## src/rtl/rv32_pkg.sv

```systemverilog
// rv32_pkg: shared definitions for the rv32_core slice.
// Holds the opcode, funct3 and funct7 encodings, the canonical NOP word,
// the register-file geometry and the ALU operation enum.
package rv32_pkg;

    localparam int unsigned XLEN      = 32;
    localparam int unsigned REG_COUNT = 32;

    localparam logic [31:0] NOP_INST = 32'h0000_0013;  // ADDI x0,x0,0

    // Major opcodes
    localparam logic [6:0] OP_LUI    = 7'b0110111;
    localparam logic [6:0] OP_AUIPC  = 7'b0010111;
    localparam logic [6:0] OP_JAL    = 7'b1101111;
    localparam logic [6:0] OP_JALR   = 7'b1100111;
    localparam logic [6:0] OP_BRANCH = 7'b1100011;
    localparam logic [6:0] OP_LOAD   = 7'b0000011;
    localparam logic [6:0] OP_STORE  = 7'b0100011;
    localparam logic [6:0] OP_IMM    = 7'b0010011;
    localparam logic [6:0] OP_REG    = 7'b0110011;
    localparam logic [6:0] OP_FENCE  = 7'b0001111;
    localparam logic [6:0] OP_SYSTEM = 7'b1110011;

    // ALU funct3
    localparam logic [2:0] F3_ADD_SUB = 3'b000;
    localparam logic [2:0] F3_SLL     = 3'b001;
    localparam logic [2:0] F3_SLT     = 3'b010;
    localparam logic [2:0] F3_SLTU    = 3'b011;
    localparam logic [2:0] F3_XOR     = 3'b100;
    localparam logic [2:0] F3_SR      = 3'b101;
    localparam logic [2:0] F3_OR      = 3'b110;
    localparam logic [2:0] F3_AND     = 3'b111;

    // Branch funct3
    localparam logic [2:0] F3_BEQ  = 3'b000;
    localparam logic [2:0] F3_BNE  = 3'b001;
    localparam logic [2:0] F3_BLT  = 3'b100;
    localparam logic [2:0] F3_BGE  = 3'b101;
    localparam logic [2:0] F3_BLTU = 3'b110;
    localparam logic [2:0] F3_BGEU = 3'b111;

    // Multiply funct3 (OP_REG with F7_MULDIV)
    localparam logic [2:0] F3_MUL    = 3'b000;
    localparam logic [2:0] F3_MULH   = 3'b001;
    localparam logic [2:0] F3_MULHSU = 3'b010;
    localparam logic [2:0] F3_MULHU  = 3'b011;

    // funct7
    localparam logic [6:0] F7_BASE   = 7'b0000000;
    localparam logic [6:0] F7_ALT    = 7'b0100000;
    localparam logic [6:0] F7_MULDIV = 7'b0000001;

    typedef enum logic [3:0] {
        AluAdd,
        AluSub,
        AluSll,
        AluSlt,
        AluSltu,
        AluXor,
        AluSrl,
        AluSra,
        AluOr,
        AluAnd,
        AluMul,
        AluMulh,
        AluMulhsu,
        AluMulhu
    } alu_op_e;

endpackage

```

## src/rtl/rv32_regfile.sv

```systemverilog
// rv32_regfile: 32 x 32-bit integer register file.
// Two combinational read ports, one synchronous write port. x0 reads as zero
// and ignores writes. Asynchronous active-low reset clears every register.
// Ports:
//   clk, rst            clock, async active-low reset
//   rs1_addr, rs2_addr  read addresses
//   rs1_data, rs2_data  read data (old value when written in the same cycle)
//   we, rd_addr, rd_data write enable, address, data (lands on rising clk)
module rv32_regfile
    import rv32_pkg::*;
(
    input  logic            clk,
    input  logic            rst,
    input  logic [4:0]      rs1_addr,
    input  logic [4:0]      rs2_addr,
    output logic [XLEN-1:0] rs1_data,
    output logic [XLEN-1:0] rs2_data,
    input  logic            we,
    input  logic [4:0]      rd_addr,
    input  logic [XLEN-1:0] rd_data
);

    logic [XLEN-1:0] regs [0:REG_COUNT-1];

    always_ff @(posedge clk or negedge rst) begin
        if (!rst) begin
            for (int i = 0; i < REG_COUNT; i++) begin
                regs[i] <= '0;
            end
        end else if (we && (rd_addr != 5'd0)) begin
            regs[rd_addr] <= rd_data;
        end
    end

    assign rs1_data = (rs1_addr == 5'd0) ? '0 : regs[rs1_addr];
    assign rs2_data = (rs2_addr == 5'd0) ? '0 : regs[rs2_addr];

endmodule

```

## src/rtl/rv32_core.sv

```systemverilog
// rv32_core: single-cycle RV32I integer core.
// Fetches from an external combinational ROM, executes one instruction per
// clock. Loads, stores, CSRs and unknown opcodes execute as NOPs.
// Optional feature macro: RV32M_MUL_EN adds MUL/MULH/MULHSU/MULHU.
// Ports:
//   clk          clock, rising edge
//   rst          asynchronous active-low reset
//   inst_i       instruction word at inst_addr_o
//   inst_addr_o  current PC (registered), RESET_PC after reset
module rv32_core
    import rv32_pkg::*;
#(
    parameter logic [31:0] RESET_PC = 32'h0000_0000
) (
    input  logic        clk,
    input  logic        rst,
    input  logic [31:0] inst_i,
    output logic [31:0] inst_addr_o
);

    logic [31:0] pc_q, pc_d, pc_plus4;
    logic [6:0]  opcode, funct7;
    logic [2:0]  funct3;
    logic [4:0]  rd, rs1, rs2;
    logic [31:0] imm_i, imm_b, imm_u, imm_j;
    logic [31:0] rs1_data, rs2_data;
    logic [31:0] alu_a, alu_b, alu_res;
    alu_op_e     alu_op;
    logic        rd_we, link, br_taken;
    logic [31:0] rd_wdata;

    assign opcode = inst_i[6:0];
    assign rd     = inst_i[11:7];
    assign funct3 = inst_i[14:12];
    assign rs1    = inst_i[19:15];
    assign rs2    = inst_i[24:20];
    assign funct7 = inst_i[31:25];

    assign imm_i = {{20{inst_i[31]}}, inst_i[31:20]};
    assign imm_b = {{19{inst_i[31]}}, inst_i[31], inst_i[7], inst_i[30:25], inst_i[11:8], 1'b0};
    assign imm_u = {inst_i[31:12], 12'b0};
    assign imm_j = {{11{inst_i[31]}}, inst_i[31], inst_i[19:12], inst_i[20], inst_i[30:21], 1'b0};

    assign pc_plus4 = pc_q + 32'd4;

    rv32_regfile u_regs (
        .clk      (clk),
        .rst      (rst),
        .rs1_addr (rs1),
        .rs2_addr (rs2),
        .rs1_data (rs1_data),
        .rs2_data (rs2_data),
        .we       (rd_we),
        .rd_addr  (rd),
        .rd_data  (rd_wdata)
    );

    // Branch condition
    always_comb begin
        br_taken = 1'b0;
        unique case (funct3)
            F3_BEQ:  br_taken = (rs1_data == rs2_data);
            F3_BNE:  br_taken = (rs1_data != rs2_data);
            F3_BLT:  br_taken = ($signed(rs1_data) < $signed(rs2_data));
            F3_BGE:  br_taken = ($signed(rs1_data) >= $signed(rs2_data));
            F3_BLTU: br_taken = (rs1_data < rs2_data);
            F3_BGEU: br_taken = (rs1_data >= rs2_data);
            default: br_taken = 1'b0;
        endcase
    end

    // Decode: ALU operands/op, writeback enable and next PC
    always_comb begin
        alu_a  = rs1_data;
        alu_b  = rs2_data;
        alu_op = AluAdd;
        rd_we  = 1'b0;
        link   = 1'b0;
        pc_d   = pc_plus4;
        case (opcode)
            OP_LUI: begin
                alu_a = '0;
                alu_b = imm_u;
                rd_we = 1'b1;
            end
            OP_AUIPC: begin
                alu_a = pc_q;
                alu_b = imm_u;
                rd_we = 1'b1;
            end
            OP_JAL: begin
                rd_we = 1'b1;
                link  = 1'b1;
                pc_d  = pc_q + imm_j;
            end
            OP_JALR: begin
                alu_b = imm_i;
                rd_we = 1'b1;
                link  = 1'b1;
                pc_d  = {alu_res[31:1], 1'b0};
            end
            OP_BRANCH: begin
                if (br_taken) pc_d = pc_q + imm_b;
            end
            OP_IMM: begin
                alu_b = imm_i;
                rd_we = 1'b1;
                unique case (funct3)
                    F3_ADD_SUB: alu_op = AluAdd;
                    F3_SLT:     alu_op = AluSlt;
                    F3_SLTU:    alu_op = AluSltu;
                    F3_XOR:     alu_op = AluXor;
                    F3_OR:      alu_op = AluOr;
                    F3_AND:     alu_op = AluAnd;
                    F3_SLL: begin
                        alu_op = AluSll;
                        rd_we  = (funct7 == F7_BASE);
                    end
                    F3_SR: begin
                        alu_op = (funct7 == F7_ALT) ? AluSra : AluSrl;
                        rd_we  = (funct7 == F7_BASE) || (funct7 == F7_ALT);
                    end
                    default: rd_we = 1'b0;
                endcase
            end
            OP_REG: begin
                if (funct7 == F7_BASE) begin
                    rd_we = 1'b1;
                    unique case (funct3)
                        F3_ADD_SUB: alu_op = AluAdd;
                        F3_SLL:     alu_op = AluSll;
                        F3_SLT:     alu_op = AluSlt;
                        F3_SLTU:    alu_op = AluSltu;
                        F3_XOR:     alu_op = AluXor;
                        F3_SR:      alu_op = AluSrl;
                        F3_OR:      alu_op = AluOr;
                        F3_AND:     alu_op = AluAnd;
                        default:    rd_we  = 1'b0;
                    endcase
                end else if (funct7 == F7_ALT) begin
                    if (funct3 == F3_ADD_SUB) begin
                        alu_op = AluSub;
                        rd_we  = 1'b1;
                    end else if (funct3 == F3_SR) begin
                        alu_op = AluSra;
                        rd_we  = 1'b1;
                    end
`ifdef RV32M_MUL_EN
                end else if (funct7 == F7_MULDIV) begin
                    // funct3[2] set selects divide/remainder, left as NOP
                    rd_we = 1'b1;
                    unique case (funct3)
                        F3_MUL:    alu_op = AluMul;
                        F3_MULH:   alu_op = AluMulh;
                        F3_MULHSU: alu_op = AluMulhsu;
                        F3_MULHU:  alu_op = AluMulhu;
                        default:   rd_we  = 1'b0;
                    endcase
`endif
                end
            end
            // Loads, stores, FENCE, SYSTEM and unknown opcodes: NOP
            default: ;
        endcase
    end

    // ALU
`ifdef RV32M_MUL_EN
    logic [63:0] prod_ss, prod_su, prod_uu;
    // Low 64 bits of an extended 64x64 product equal the true signed product
    assign prod_ss = {{32{alu_a[31]}}, alu_a} * {{32{alu_b[31]}}, alu_b};
    assign prod_su = {{32{alu_a[31]}}, alu_a} * {32'b0, alu_b};
    assign prod_uu = {32'b0, alu_a} * {32'b0, alu_b};
`endif

    always_comb begin
        alu_res = '0;
        case (alu_op)
            AluAdd:    alu_res = alu_a + alu_b;
            AluSub:    alu_res = alu_a - alu_b;
            AluSll:    alu_res = alu_a << alu_b[4:0];
            AluSlt:    alu_res = {31'b0, $signed(alu_a) < $signed(alu_b)};
            AluSltu:   alu_res = {31'b0, alu_a < alu_b};
            AluXor:    alu_res = alu_a ^ alu_b;
            AluSrl:    alu_res = alu_a >> alu_b[4:0];
            AluSra:    alu_res = $unsigned($signed(alu_a) >>> alu_b[4:0]);
            AluOr:     alu_res = alu_a | alu_b;
            AluAnd:    alu_res = alu_a & alu_b;
`ifdef RV32M_MUL_EN
            AluMul:    alu_res = prod_ss[31:0];
            AluMulh:   alu_res = prod_ss[63:32];
            AluMulhsu: alu_res = prod_su[63:32];
            AluMulhu:  alu_res = prod_uu[63:32];
`endif
            default:   alu_res = '0;
        endcase
    end

    assign rd_wdata = link ? pc_plus4 : alu_res;

    always_ff @(posedge clk or negedge rst) begin
        if (!rst) begin
            pc_q <= RESET_PC;
        end else begin
            pc_q <= pc_d;
        end
    end

    assign inst_addr_o = pc_q;

endmodule

```

## config.mk

```make
export PLATFORM = sky130hd
export DESIGN_NAME = rv32_core
export DESIGN_NICKNAME = d
export VERILOG_FILES = /design/src/rtl/rv32_pkg.sv /design/src/rtl/rv32_regfile.sv /design/src/rtl/rv32_core.sv
export SDC_FILE = /design/constraint.sdc
export NUM_CORES = 2
export LEC_CHECK = 0
export CELL_PAD_IN_SITES_DETAIL_PLACEMENT = 0
export CELL_PAD_IN_SITES_GLOBAL_PLACEMENT = 1
export CORE_UTILIZATION = 48
export CTS_CLUSTER_DIAMETER = 40
export CTS_CLUSTER_SIZE = 10
export DETAILED_ROUTE_END_ITERATION = 12
export PLACE_DENSITY = 0.76
export SLEW_MARGIN = 20
export SYNTH_ARGS = -nofsm -noshare
export SYNTH_HDL_FRONTEND = slang
export SYNTH_HIERARCHICAL = 1
export SYNTH_SLANG_ARGS = --single-unit
```

## constraint.sdc

```tcl
create_clock -name clk -period 6.3 [get_ports clk]
set_clock_uncertainty 0.05 [all_clocks]
set_input_delay 1.26 -clock clk [delete_from_list [all_inputs] [get_ports clk]]
set_output_delay 1.26 -clock clk [all_outputs]
set_load 0.01 [all_outputs]
```

==> metrics.md <==
| Metric | Value |
|---|---|
| Status | complete, but fails checks |
| Failing checks | setup timing |
| Area grow syn2layout | 26.6% |
| Per-cell routed wire length | 33.5 um |
| Ys async rst share | 100% |
| Seq/Total Area, Yosys | 37.5% |
| Chip Width | 385 um |
| Gpl congestion | 1.09 |
| Tcrit/Tclk final | 101% |
| Max_slew headroom | 16.5% |
| WP buf/inv | 10 |
| Clock power share | 37.1% |
| Setup crit end kind | flop |
| EDFF count, synth | 0 |
| CTS clk-pin slew, worst paths | 50 ps |
| Syn Area/Cell | 11.9 um2 |
| # fillers | 11500 |
| Final WS setup | -70.2 ps |
| Fin util | 61.2% |
| Post-route antenna net violation count | 0 |
| Top_reg_cell synth | dfrtp_1 |
| Global routing usage on met3 | 9.30% |
| DR iter-0 viols | 6537 |
| H-tree lvl count | 4 |
| Maximum vdd drop | 323 uV |
| Internal | 15.3 mW |
| Final hold violations | 0 |
| Flop and latch count out of synthesis | 1055 |
| Max Cap Viol | 0 |
| Hold WS | 346 ps |
| Vias per cell | 6.73 |
| Layout Nets | 7066 |
| Critical-path maximum fanout | 33 |
| Worst setup SP type | input port |
| GR Util met1 | 49.0% |
| Critical-path top delay cell | mux4_2 |
| Top cell by count, worst path | buf_4 |
| Row count | 140 |
| Worst Tran Pin Value | 1240 ps |
| Routed WL | 297000 um |
| Port-buffer cells | 64 |
| CTS tree | done |
| CTS Hold Bufs | 0 |
| Total iterations of the first detailed-routing run | 7 |
| Pin count of the biggest net entering global routing | 183 |
| Crit Path Class | in2reg |
| DRC viols | 0 |
| Unrepaired setup endpoints after global routing | true |
| Num CTS Buffers | 152 |
| Ys Warns | 6 |
| Die height | 385 um |
| Sw Share | 33.2% |
| Clk Latency, worst-skew pair | 800 ps |
| Root buf cell | clkbuf_16 |
| DP HPWL | 212000 um |
| Pwr Density | 257 nW/um2 |
| Delay-heaviest family, CP | buffers and inverters |
| Synthesized net count | 6141 |
| Peak Freq | 157 MHz |
| Vias | 59600 |
| Global-route wire length before repair | 423000 um |
| GR peak layer | met2 |
| R2r setup slk | 460 ps |
| Initial antenna violation count | 14 |
| Final Critical Period | 6370 ps |
| Fraction of layout cells with a size suffix above 1 | 47.0% |
| CTS Sinks | 1055 |
| Final instance area | 89200 um2 |
| Max Slew Vio Count | 0 |
| Worst hold path type | reg2reg |
| Critical Path RT | 6970 ps |
| Worst EP arrival | 7040 ps |
| Core area | 146000 um2 |
| Post-Syn Area | 70500 um2 |
| Die Area | 148000 um2 |
| Critical path, cell by cell | buf_2 > buf_4 > or3b_4 > buf_8 > o221ai_1 > a21oi_1 > a211oi_1 > buf_4 > o21ai_1 > mux2i_4 > buf_4 > buf_12 > mux2_2 > buf_4 > mux4_2 > nor2_1 > buf_4 > nand2_1 > o21ai_0 > a31oi_1 > buf_4 > o22ai_2 > buf_12 > mux2_2 |
| Starting Density | 48.4% |
| Combinational share of power | 29.7% |
| Sequential group share of total power | 33.2% |
| Netlist cell types | 100 |
| Global route overflow | 0 |
| Worst path max stage delay | 530 ps |
| Max Buffers Root-to-Sink | 3 |
| Setup Viol. Count Final | 89 |
| Top Ports | 66 |
| Sw Pwr | 7.61 mW |
| Commonest non-fill, non-tap cell in the layout | buf_4 |
| Syn Inst Count | 5913 |
| GRT Util Overall | 39.4% |
| M2 GR Usage | 61.0% |
| LEAKAGE | 41.2 nW |
| Number of global-route vias before repair | 60500 |
| Most frequent cells in the layout | buf_4 (1124), dfrtp_1 (1055), mux2_2 (970) |
| Placed Area | 82200 um2 |
-- worst reg2reg max path, cell delays in order, from the launching register on --
cell	delay, ps
dfrtp_1	390
mux4_2	470
a22o_1	270
a2111oi_4	430
nor3_4	70
buf_12	170
o21ai_2	80
mux2i_4	140
buf_6	160
ha_4	160
fa_2	370
o21bai_4	160
o2111ai_4	160
a32oi_4	350
a21oi_4	130
o211a_1	300
o211ai_1	250
o311ai_2	160
a22o_1	270
mux2i_4	270
and3_4	250
o22ai_4	140
clkbuf_16	250
mux2_4	270
-- path summary, 6_finish.rpt --
check / start / end / cells after the start
setup / recovery: inst_i[23] / u_regs/regs[457] / 24
hold / removal: u_regs/regs[1010] / u_regs/regs[1010] / 0
setup reg to reg: u_regs/regs[0] / u_regs/regs[926] / 23
hold reg to reg: u_regs/regs[1010] / u_regs/regs[1010] / 0
max in group asynchronous: rst / u_regs/regs[457] / 2
min in group asynchronous: rst / u_regs/regs[854] / 1
-- logic make-up after synthesis --
family / after synthesis / share of synthesized area (%)
AOI/OAI and AO/OA: 1110 / 10.9
xor gates and xnor gates: 102 / 1.27
adders and majority gates: 194 / 3.49
buffers and inverters: 726 / 4.56
DFF: 1055 / 37.5
muxes: 1824 / 36.1
other: 1 / 0.00532
and+or+nand+nor: 901 / 6.23
-- power by group through the flow --
stage	Sequential, mW	Combinational [mW]	Clock [mW]
6_report	7.60	6.81	8.49
5_1_grt	7.62	7.14	8.85
4_1_cts	7.57	6.48	8.56
3_5_place_dp	7.68	6.38	0
3_3_place_gp	7.66	6.32	0
2_1_floorplan	7.51	3.42	0
-- synth_stat cells (10+ instances only) --
library cell | instances | share of area [%]
buf_6 | 25 | 0.40
nor4_1 | 21 | 0.19
ha_1 | 190 | 3.4
dfrtp_1 | 1055 | 37
o31ai_1 | 18 | 0.19
xor2_1 | 37 | 0.46
nor2b_1 | 70 | 0.62
buf_4 | 35 | 0.37
mux2_1 | 51 | 0.81
o21ai_0 | 147 | 1.0
a221oi_1 | 13 | 0.16
clkbuf_1 | 312 | 1.7
a22oi_1 | 47 | 0.50
o21a_1 | 14 | 0.15
a211oi_1 | 52 | 0.55
a21o_1 | 50 | 0.53
o211ai_1 | 35 | 0.37
buf_2 | 131 | 0.93
o21bai_1 | 27 | 0.29
nand4_1 | 26 | 0.23
mux4_2 | 464 | 15
a211o_1 | 15 | 0.19
nor2_1 | 233 | 1.2
or3_1 | 11 | 0.098
a32o_1 | 11 | 0.16
o221ai_1 | 25 | 0.31
and2_1 | 12 | 0.11
o22ai_1 | 158 | 1.4
nand2b_1 | 34 | 0.30
a22o_1 | 62 | 0.77
a21oi_1 | 205 | 1.5
a21boi_0 | 10 | 0.11
nand2_1 | 225 | 1.2
buf_1 | 73 | 0.39
o311ai_0 | 13 | 0.16
xnor2_1 | 65 | 0.81
a31oi_1 | 27 | 0.24
mux2i_1 | 294 | 4.2
and3_1 | 18 | 0.16
a2111oi_0 | 74 | 0.92
nor3_1 | 124 | 0.88
mux2_2 | 1011 | 16
inv_1 | 145 | 0.77
nand3_1 | 69 | 0.49
a221o_1 | 31 | 0.44
-- metrics by stage --
step           setup TNS, ps  setup WS (ps)  cells  total power, mW
6_report               -3220          -70.2   8864             22.9
2_1_floorplan         -27050           -219   5913             10.9
4_1_cts                    0           1.14   8806             22.6
3_3_place_gp        -1462260          -2340   8540             14.0
5_1_grt                -7870           -137   8859             23.6
3_5_place_dp        -1110900          -1850   8540             14.1
-- final cells by class --
class | count | area, um2 | area share (%)
Antenna cell | 9 | 22.5 | 0.0253
Clock buffer | 192 | 4190 | 4.70
Clock inverter | 62 | 823 | 0.923
Inverter | 149 | 562 | 0.630
Multi-Input combinational cell | 4132 | 42600 | 47.8
Sequential cell | 1055 | 26400 | 29.6
Tap cell | 1917 | 2400 | 2.69
Timing Repair Buffer | 1348 | 12200 | 13.7
-- registers in the layout, indices dropped and copies added (netlist names) --
signal       flops
u_regs/regs   1024
inst_addr_o     31
-- routing by layer --
layer  routed length (um)  vias up
met1               111000    30700
met3                26800      943
met2               136000     3412
li1                     -    24600
met4                22900        4
met5                   23        -
-- timing repair --
| item | 4_1_cts | 5_1_grt |
|---|---|---|
| pin swaps | 8 | 30 |
| setup buffers | 10 | 65 |
| cloned | 2 | 11 |
| resized for setup | 85 | 171 |
| endpoints found under the setup margin | 843 | 859 |
(Power assumes the default switching activity.)
